`config.mk`:
```
export PLATFORM = sky130hd
export DESIGN_NAME = digseg_scan
export DESIGN_NICKNAME = d
export VERILOG_FILES = /design/src/rtl/digseg_scan.sv
export SDC_FILE = /design/constraint.sdc
export NUM_CORES = 1
export LEC_CHECK = 0
export CAP_MARGIN = 20
export CORE_MARGIN = 2
export CORE_UTILIZATION = 40
export DETAILED_ROUTE_END_ITERATION = 12
export SLEW_MARGIN = 10
export SYNTH_ARGS = -nofsm -noshare
export SYNTH_HDL_FRONTEND = slang
export SYNTH_SLANG_ARGS = --single-unit
```
`constraint.sdc`:
```
create_clock -name clk -period 3.5 [get_ports clk]
set_clock_uncertainty 0.15 [all_clocks]
set_input_delay 1.05 -clock clk [delete_from_list [all_inputs] [get_ports clk]]
set_output_delay 1.05 -clock clk [all_outputs]
set_load 0.01 [all_outputs]
```
`src/rtl/digseg_scan.sv`:
```
// rtl/digseg_scan.sv - two-digit seven-segment scanner with frame-synchronous pattern capture
// Optional feature macro: DIGSEG_SCAN_BLANK_EN (phase 0 of every slot forced blank).
module digseg_scan #(
  parameter int DIV        = 1024,
  parameter bit ACTIVE_LOW = 1'b1
) (
  input  logic       clk,
  input  logic       rst,
  input  logic       en_i,
  input  logic [6:0] seg0,
  input  logic [6:0] seg1,
  input  logic [2:0] bright_i,
  output logic [6:0] seg_o,
  output logic [1:0] an_o,
  output logic       frame_o
);

  localparam int PH_LEN = DIV / 8;
  localparam int SUB_W  = (PH_LEN > 1) ? $clog2(PH_LEN) : 1;
  localparam logic [SUB_W-1:0] SUB_LAST = SUB_W'(PH_LEN - 1);
  localparam logic [6:0] SEG_OFF = ACTIVE_LOW ? 7'h7F : 7'h00;
  localparam logic [1:0] AN_OFF  = ACTIVE_LOW ? 2'b11 : 2'b00;

  typedef enum logic [1:0] {
    ST_OFF,
    ST_DRIVE,
    ST_BLANK
  } slot_state_t;

  // The slot counter is split into (phase, sub-phase) so the phase never needs a divider.
  logic [SUB_W-1:0] r_sub;
  logic [2:0]       r_phase;
  logic             r_dig;
  logic [6:0]       r_sh0;
  logic [6:0]       r_sh1;
  logic [2:0]       r_bright;
  logic [6:0]       r_seg;
  logic [1:0]       r_an;
  logic             r_frame;

  logic             w_slot_end;
  logic             w_capture;
  logic [6:0]       w_pattern;
  logic [1:0]       w_an_onehot;
  logic [6:0]       w_seg_drive;
  logic [1:0]       w_an_drive;
  slot_state_t      w_state;

  assign w_slot_end  = (r_phase == 3'd7) && (r_sub == SUB_LAST);
  assign w_capture   = w_slot_end && r_dig && en_i;
  assign w_pattern   = r_dig ? r_sh1 : r_sh0;
  assign w_an_onehot = r_dig ? 2'b10 : 2'b01;
  assign w_seg_drive = ACTIVE_LOW ? ~w_pattern : w_pattern;
  assign w_an_drive  = ACTIVE_LOW ? ~w_an_onehot : w_an_onehot;

  always_comb begin
    w_state = ST_OFF;
    if (r_phase <= r_bright) begin
      w_state = ST_DRIVE;
    end
`ifdef DIGSEG_SCAN_BLANK_EN
    if (r_phase == 3'd0) begin
      w_state = ST_BLANK;
    end
`endif
  end

  always_ff @(posedge clk or negedge rst) begin
    if (!rst) begin
      r_sub    <= '0;
      r_phase  <= 3'd0;
      r_dig    <= 1'b0;
      r_sh0    <= 7'h00;
      r_sh1    <= 7'h00;
      r_bright <= 3'd7;
      r_seg    <= SEG_OFF;
      r_an     <= AN_OFF;
      r_frame  <= 1'b0;
    end else begin
      r_frame <= 1'b0;
      if (!en_i) begin
        r_sub   <= '0;
        r_phase <= 3'd0;
        r_dig   <= 1'b0;
        r_seg   <= SEG_OFF;
        r_an    <= AN_OFF;
      end else begin
        if (r_sub == SUB_LAST) begin
          r_sub   <= '0;
          r_phase <= r_phase + 3'd1;
        end else begin
          r_sub <= r_sub + SUB_W'(1);
        end
        if (w_slot_end) begin
          r_dig <= ~r_dig;
        end
        // Shadows load only on the last cycle of digit 1, so a frame is never torn.
        if (w_capture) begin
          r_sh0    <= seg0;
          r_sh1    <= seg1;
          r_bright <= bright_i;
          r_frame  <= 1'b1;
        end
        case (w_state)
          ST_DRIVE: begin
            r_seg <= w_seg_drive;
            r_an  <= w_an_drive;
          end
          default: begin
            r_seg <= SEG_OFF;
            r_an  <= AN_OFF;
          end
        endcase
      end
    end
  end

  assign seg_o   = r_seg;
  assign an_o    = r_an;
  assign frame_o = r_frame;

endmodule
```
# After elaboration in Yosys (flattened, before gate mapping)
# Index checks and enable logic that the tools add are counted.
# Widths: inputs -> output; s select.
[op_classes] bitwise_logic=3 n_lt_le_gt_ge=1 mux=15 n_addsub=2 n_reduce_logical=4 eq_ne=5
[ops] cell="$mux 7" n=5
[ops] cell="$add 7x1->7 const B" n=1
[ops] cell="$eq 7x7->1 const B" n=1
[ops] cell="$not 7->7" n=1
[ops] cell="$mux 2" n=3
[ops] cell="$mux 3" n=2
[ops] cell="$mux 1" n=5
[ops] cell="$ne 2x1->1 const B" n=2
[ops] cell="$add 3x1->3 const B" n=1
[ops] cell="$eq 3x3->1 const B" n=1
[ops] cell="$le 3x3->1" n=1
[ops] cell="$logic_and 1x1->1" n=3
[ops] cell="$not 2->2" n=1
[ops] cell="$reduce_and 2->1" n=1
[ops] cell="$eq 1x1->1 const B" n=1
[ops] cell="$not 1->1" n=1
[totals] regBits=38 in_bits=20 wordCells=39 output_inout_bits=10

# Logic depth before layout (Yosys ltp)
[depth] word_depth=6 ltp_mapped=6 ltp_nobuf=6

# Least setup slack after synthesis
# OpenSTA, ideal clock, no wires.
[synth_path] kind="input port to flip-flop" from="input port en_i" to="register r_sh0[0]" slack_ns=1.563 path_stages=3 n_path_buf=1 required_ns=3.225 setup_time_ns=0.125 t_arrival_ns=1.662 path_cell_list="nand4_4 -> buf_6 -> mux2_4"
[synth_via] elab_chain_len=2
[synth_rtl] item="start, declared" line="9" text="input logic en_i,"
[synth_rtl] item="$logic_and 1x1->1" line="50" text="assign w_capture = w_slot_end && r_dig && en_i;"
[synth_rtl] item="$reduce_and 2->1 (no line) (*)"
[synth_rtl] item="end signal, assigned" line="99" text="r_sh0 <= seg0;"
[synth_rtl] item="end, declared" line="34" text="logic [6:0] r_sh0;"
# Mark *: on every way between the ends. The rest lies on a longest branch, timed or not.
# A chain may end at the register's enable or synchronous reset.

# Final worst setup path
# Ends and elaborated chain as after synthesis.

==> metrics.yaml <==
outcome:
  status: "completed"
placement:
  post-dp-hpwl_um: 2020
  dp_worst_setup_slack_ns: 0.564
  place.gp.congestion: 0.762
  port-buffer-count: 29
timing:
  finalSetupViolCount: 0
  fmax_ghz: 0.384
  worst_slew_pin_slew_ns: 0.799
  period_minus_slack_ns: 2.61
  finalMaxSlewViolations: 0
  hold_violations: 0
  holdWs_ns: 0.313
  rsz0062_at_grt: "false"
  slew_headroom: 0.467
  finalCritPeriodShare: 0.744
  finalSetupTns_ns: 0
  fin_ws_ns: 0.894
clock_tree:
  h-tree-depth: 2
  cts_setup_buffers: 0
  clkLatencyLatePin_ns: 0.28
  cts_made_buffers: 5
  cts_root_buffer: "clkbuf_8"
  ctsResizeCount: 0
  clk_pin_slew_ns: 0.07
  tritoncts: "done"
  cts_num_sinks: 38
  clockBufferDepth: 2
  cts.hold.buffers_added: 0
yosys:
  ys.flop_type: "dfrtp_1"
  synth_top_area_share: 0.385
  synth_area_leader_cell: "dfrtp_1"
  yosysWarnings: 0
  synth-async-reset-ratio: 1.00
  synth_nets: 149
  netlist_area_um2: 1690
  synth_area_per_cell_um2: 13.7
  synth.distinct_cells: 28
  ys_top_cells_by_area: "dfrtp_1, dfstp_2, mux2_2"
  synth_commonest_cells: "dfrtp_1, mux2_2, dfstp_2, nand2_1, mux2_4"
  ys_seq_area_frac: 0.572
  ys_seq_elements: 38
  synth_cells: 123
  synth.most_common_cell: "dfrtp_1"
  synth_edf_count: 0
drt:
  ant_nets: 0
  dr.pass1.iters: 4
  drt_iter0_drc: 40
  vias: 988
  wl_um: 2810
  avgRoutedWirePerCell_um: 13.5
  viasPerCell: 4.75
  drc: 0
die:
  start_util: 0.419
  die_area_um2: 4760
  coreArea_um2: 4030
  die_y_um: 69.0
  ioPinCount: 30
  die_x_um: 69.0
  rows: 23
critical_path:
  crit_fanout: 17
  slowest_stage: "clkdlybuf4s50_1"
  slowest_delay_ns: 0.72
  reg2reg_slack_ns: 1.45
  worstPathArrival_ns: 2.62
  r2r-start: "r_sub[0]$_DFF_PN0_"
  required_ns: 3.52
  worstSetupPathType: "in2reg"
  path_cells: "clkdlybuf4s50_1 -> nand4_4 -> mux2_4"
  worst_r2r_endpoint: "r_sh0[0]$_DFFE_PN0P_"
  reg2reg_depth: 5
  endpoint_kind: "flip-flop"
  critical_path.startpoint_type: "input pin"
grt:
  overflow: 0
  antenna_found_initial: 0
  grt_max_degree: 39
  grt_pass1_wl_um: 4640
  grt.total_usage: 0.140
  grt_pass1_vias: 1019
hold_path:
  holdPathEnd: "r_sub[0]$_DFF_PN0_"
  hp-start: "r_sub[0]$_DFF_PN0_"
  hold_path_depth: 1
  hp-class: "reg2reg"
finish:
  area_growth_pct: 25.4
  nets: 183
  num_antenna_cells: 0
  drive_gt1_frac: 0.304
pwr:
  ir_worst_vdd_v: 0.000176
  power_density_nw_per_um2: 374
  p_leak_nw: 0.985
flow_run:
  maxCapViolations: 0
[final cells by class]
| cell class | instances | area (um2) |
|---|---|---|
| clock buffer | 7 | 86.3 |
| clock inverter | 1 | 5.00 |
| fill | 364 | 1910 |
| inverter | 4 | 15.0 |
| multi-input combinational | 78 | 688 |
| sequential | 38 | 966 |
| tap | 50 | 62.6 |
| timing repair buffer | 30 | 293 |
[sequential cells by signal, summed over array words and instances, names as in the netlist]
register and count:
r_dig 1, r_sh0 7, r_sh1 7, r_bright 3, frame_o 1, seg_o 7, an_o 2, r_sub 7
r_phase 3
[cells in the final DEF (no fill, tap or decap), types with 3 or more instances in the layout]
master / netlist / routed
nand2_1: 12 / 12
dfrtp_1: 26 / 26
nand3_1: 3 / 3
mux2i_1: 3 / 3
dfstp_2: 12 / 12
inv_1: 4 / 4
clkdlybuf4s50_1: 0 / 28
clkbuf_8: 0 / 6
o21ai_0: 3 / 3
and2_1: 3 / 3
mux2_4: 10 / 10
ha_1: 6 / 6
nor2_1: 3 / 3
mux2_2: 14 / 14
nand2b_1: 3 / 3
nor2b_1: 3 / 3
[critical path: cells and delay by family]
family	cells	cell delay [ns]
simple gates	1	0.42
buf+inv	1	0.72
mux	1	0.42
[stage by stage]
step	power, mW	instance area, um2	instances	utilization
6_report	0.791	2120	208	0.525
4_1_cts	0.805	2120	208	0.525
2_1_floorplan	0.463	1690	123	-
5_1_grt	0.830	2120	208	0.525
3_3_place_gp	0.497	2020	200	0.502
3_5_place_dp	0.499	2020	200	0.502
[logic make-up (layout without fill, tap and decap cells)]
| kind of cell | after synthesis | after routing | share of synthesized area |
|---|---|---|---|
| flip-flops | 38 | 38 | 0.572 |
| AND/OR/NAND/NOR | 34 | 34 | 0.119 |
| XOR/XNOR | 4 | 4 | 0.0208 |
| buffers and inverters | 7 | 42 | 0.0200 |
| AO/OA/AOI/OAI | 7 | 7 | 0.0237 |
| multiplexers | 27 | 27 | 0.200 |
| adder cells (fa/ha/maj) | 6 | 6 | 0.0445 |
[worst max-delay path by stage]
stage / start / to / slack, ns / cells after the start
after floorplan: en_i / r_sh0[0]$_DFFE_PN0P_ / 1.56 / 3
after global placement: en_i / r_sh1[1]$_DFFE_PN0P_ / 0.61 / 3
after global routing: en_i / r_sh1[3]$_DFFE_PN0P_ / 0.78 / 3
after CTS: en_i / r_sh0[0]$_DFFE_PN0P_ / 0.88 / 3
final: en_i / r_sh0[0]$_DFFE_PN0P_ / 0.89 / 3
after detailed placement: en_i / r_sh1[1]$_DFFE_PN0P_ / 0.56 / 3
[power by group]
part / switching (mW) / leakage [nW] / internal (mW) / total (mW)
sequential: 0.00238 / 0.486 / 0.444 / 0.446
clock: 0.143 / 0.0482 / 0.159 / 0.302
combinational: 0.0194 / 0.450 / 0.0239 / 0.0433
total: 0.165 / 0.985 / 0.626 / 0.791
[routing by layer]
layer / global-route usage / vias to the layer above / wire length (um)
li1: - / 485 / -
met1: 0.178 / 474 / 1290
met2: 0.216 / 24 / 1340
met3: 0.0536 / 5 / 144
met4: 0.0515 / 0 / 29
met5: 0 / - / 0
(Power assumes the default switching activity.)
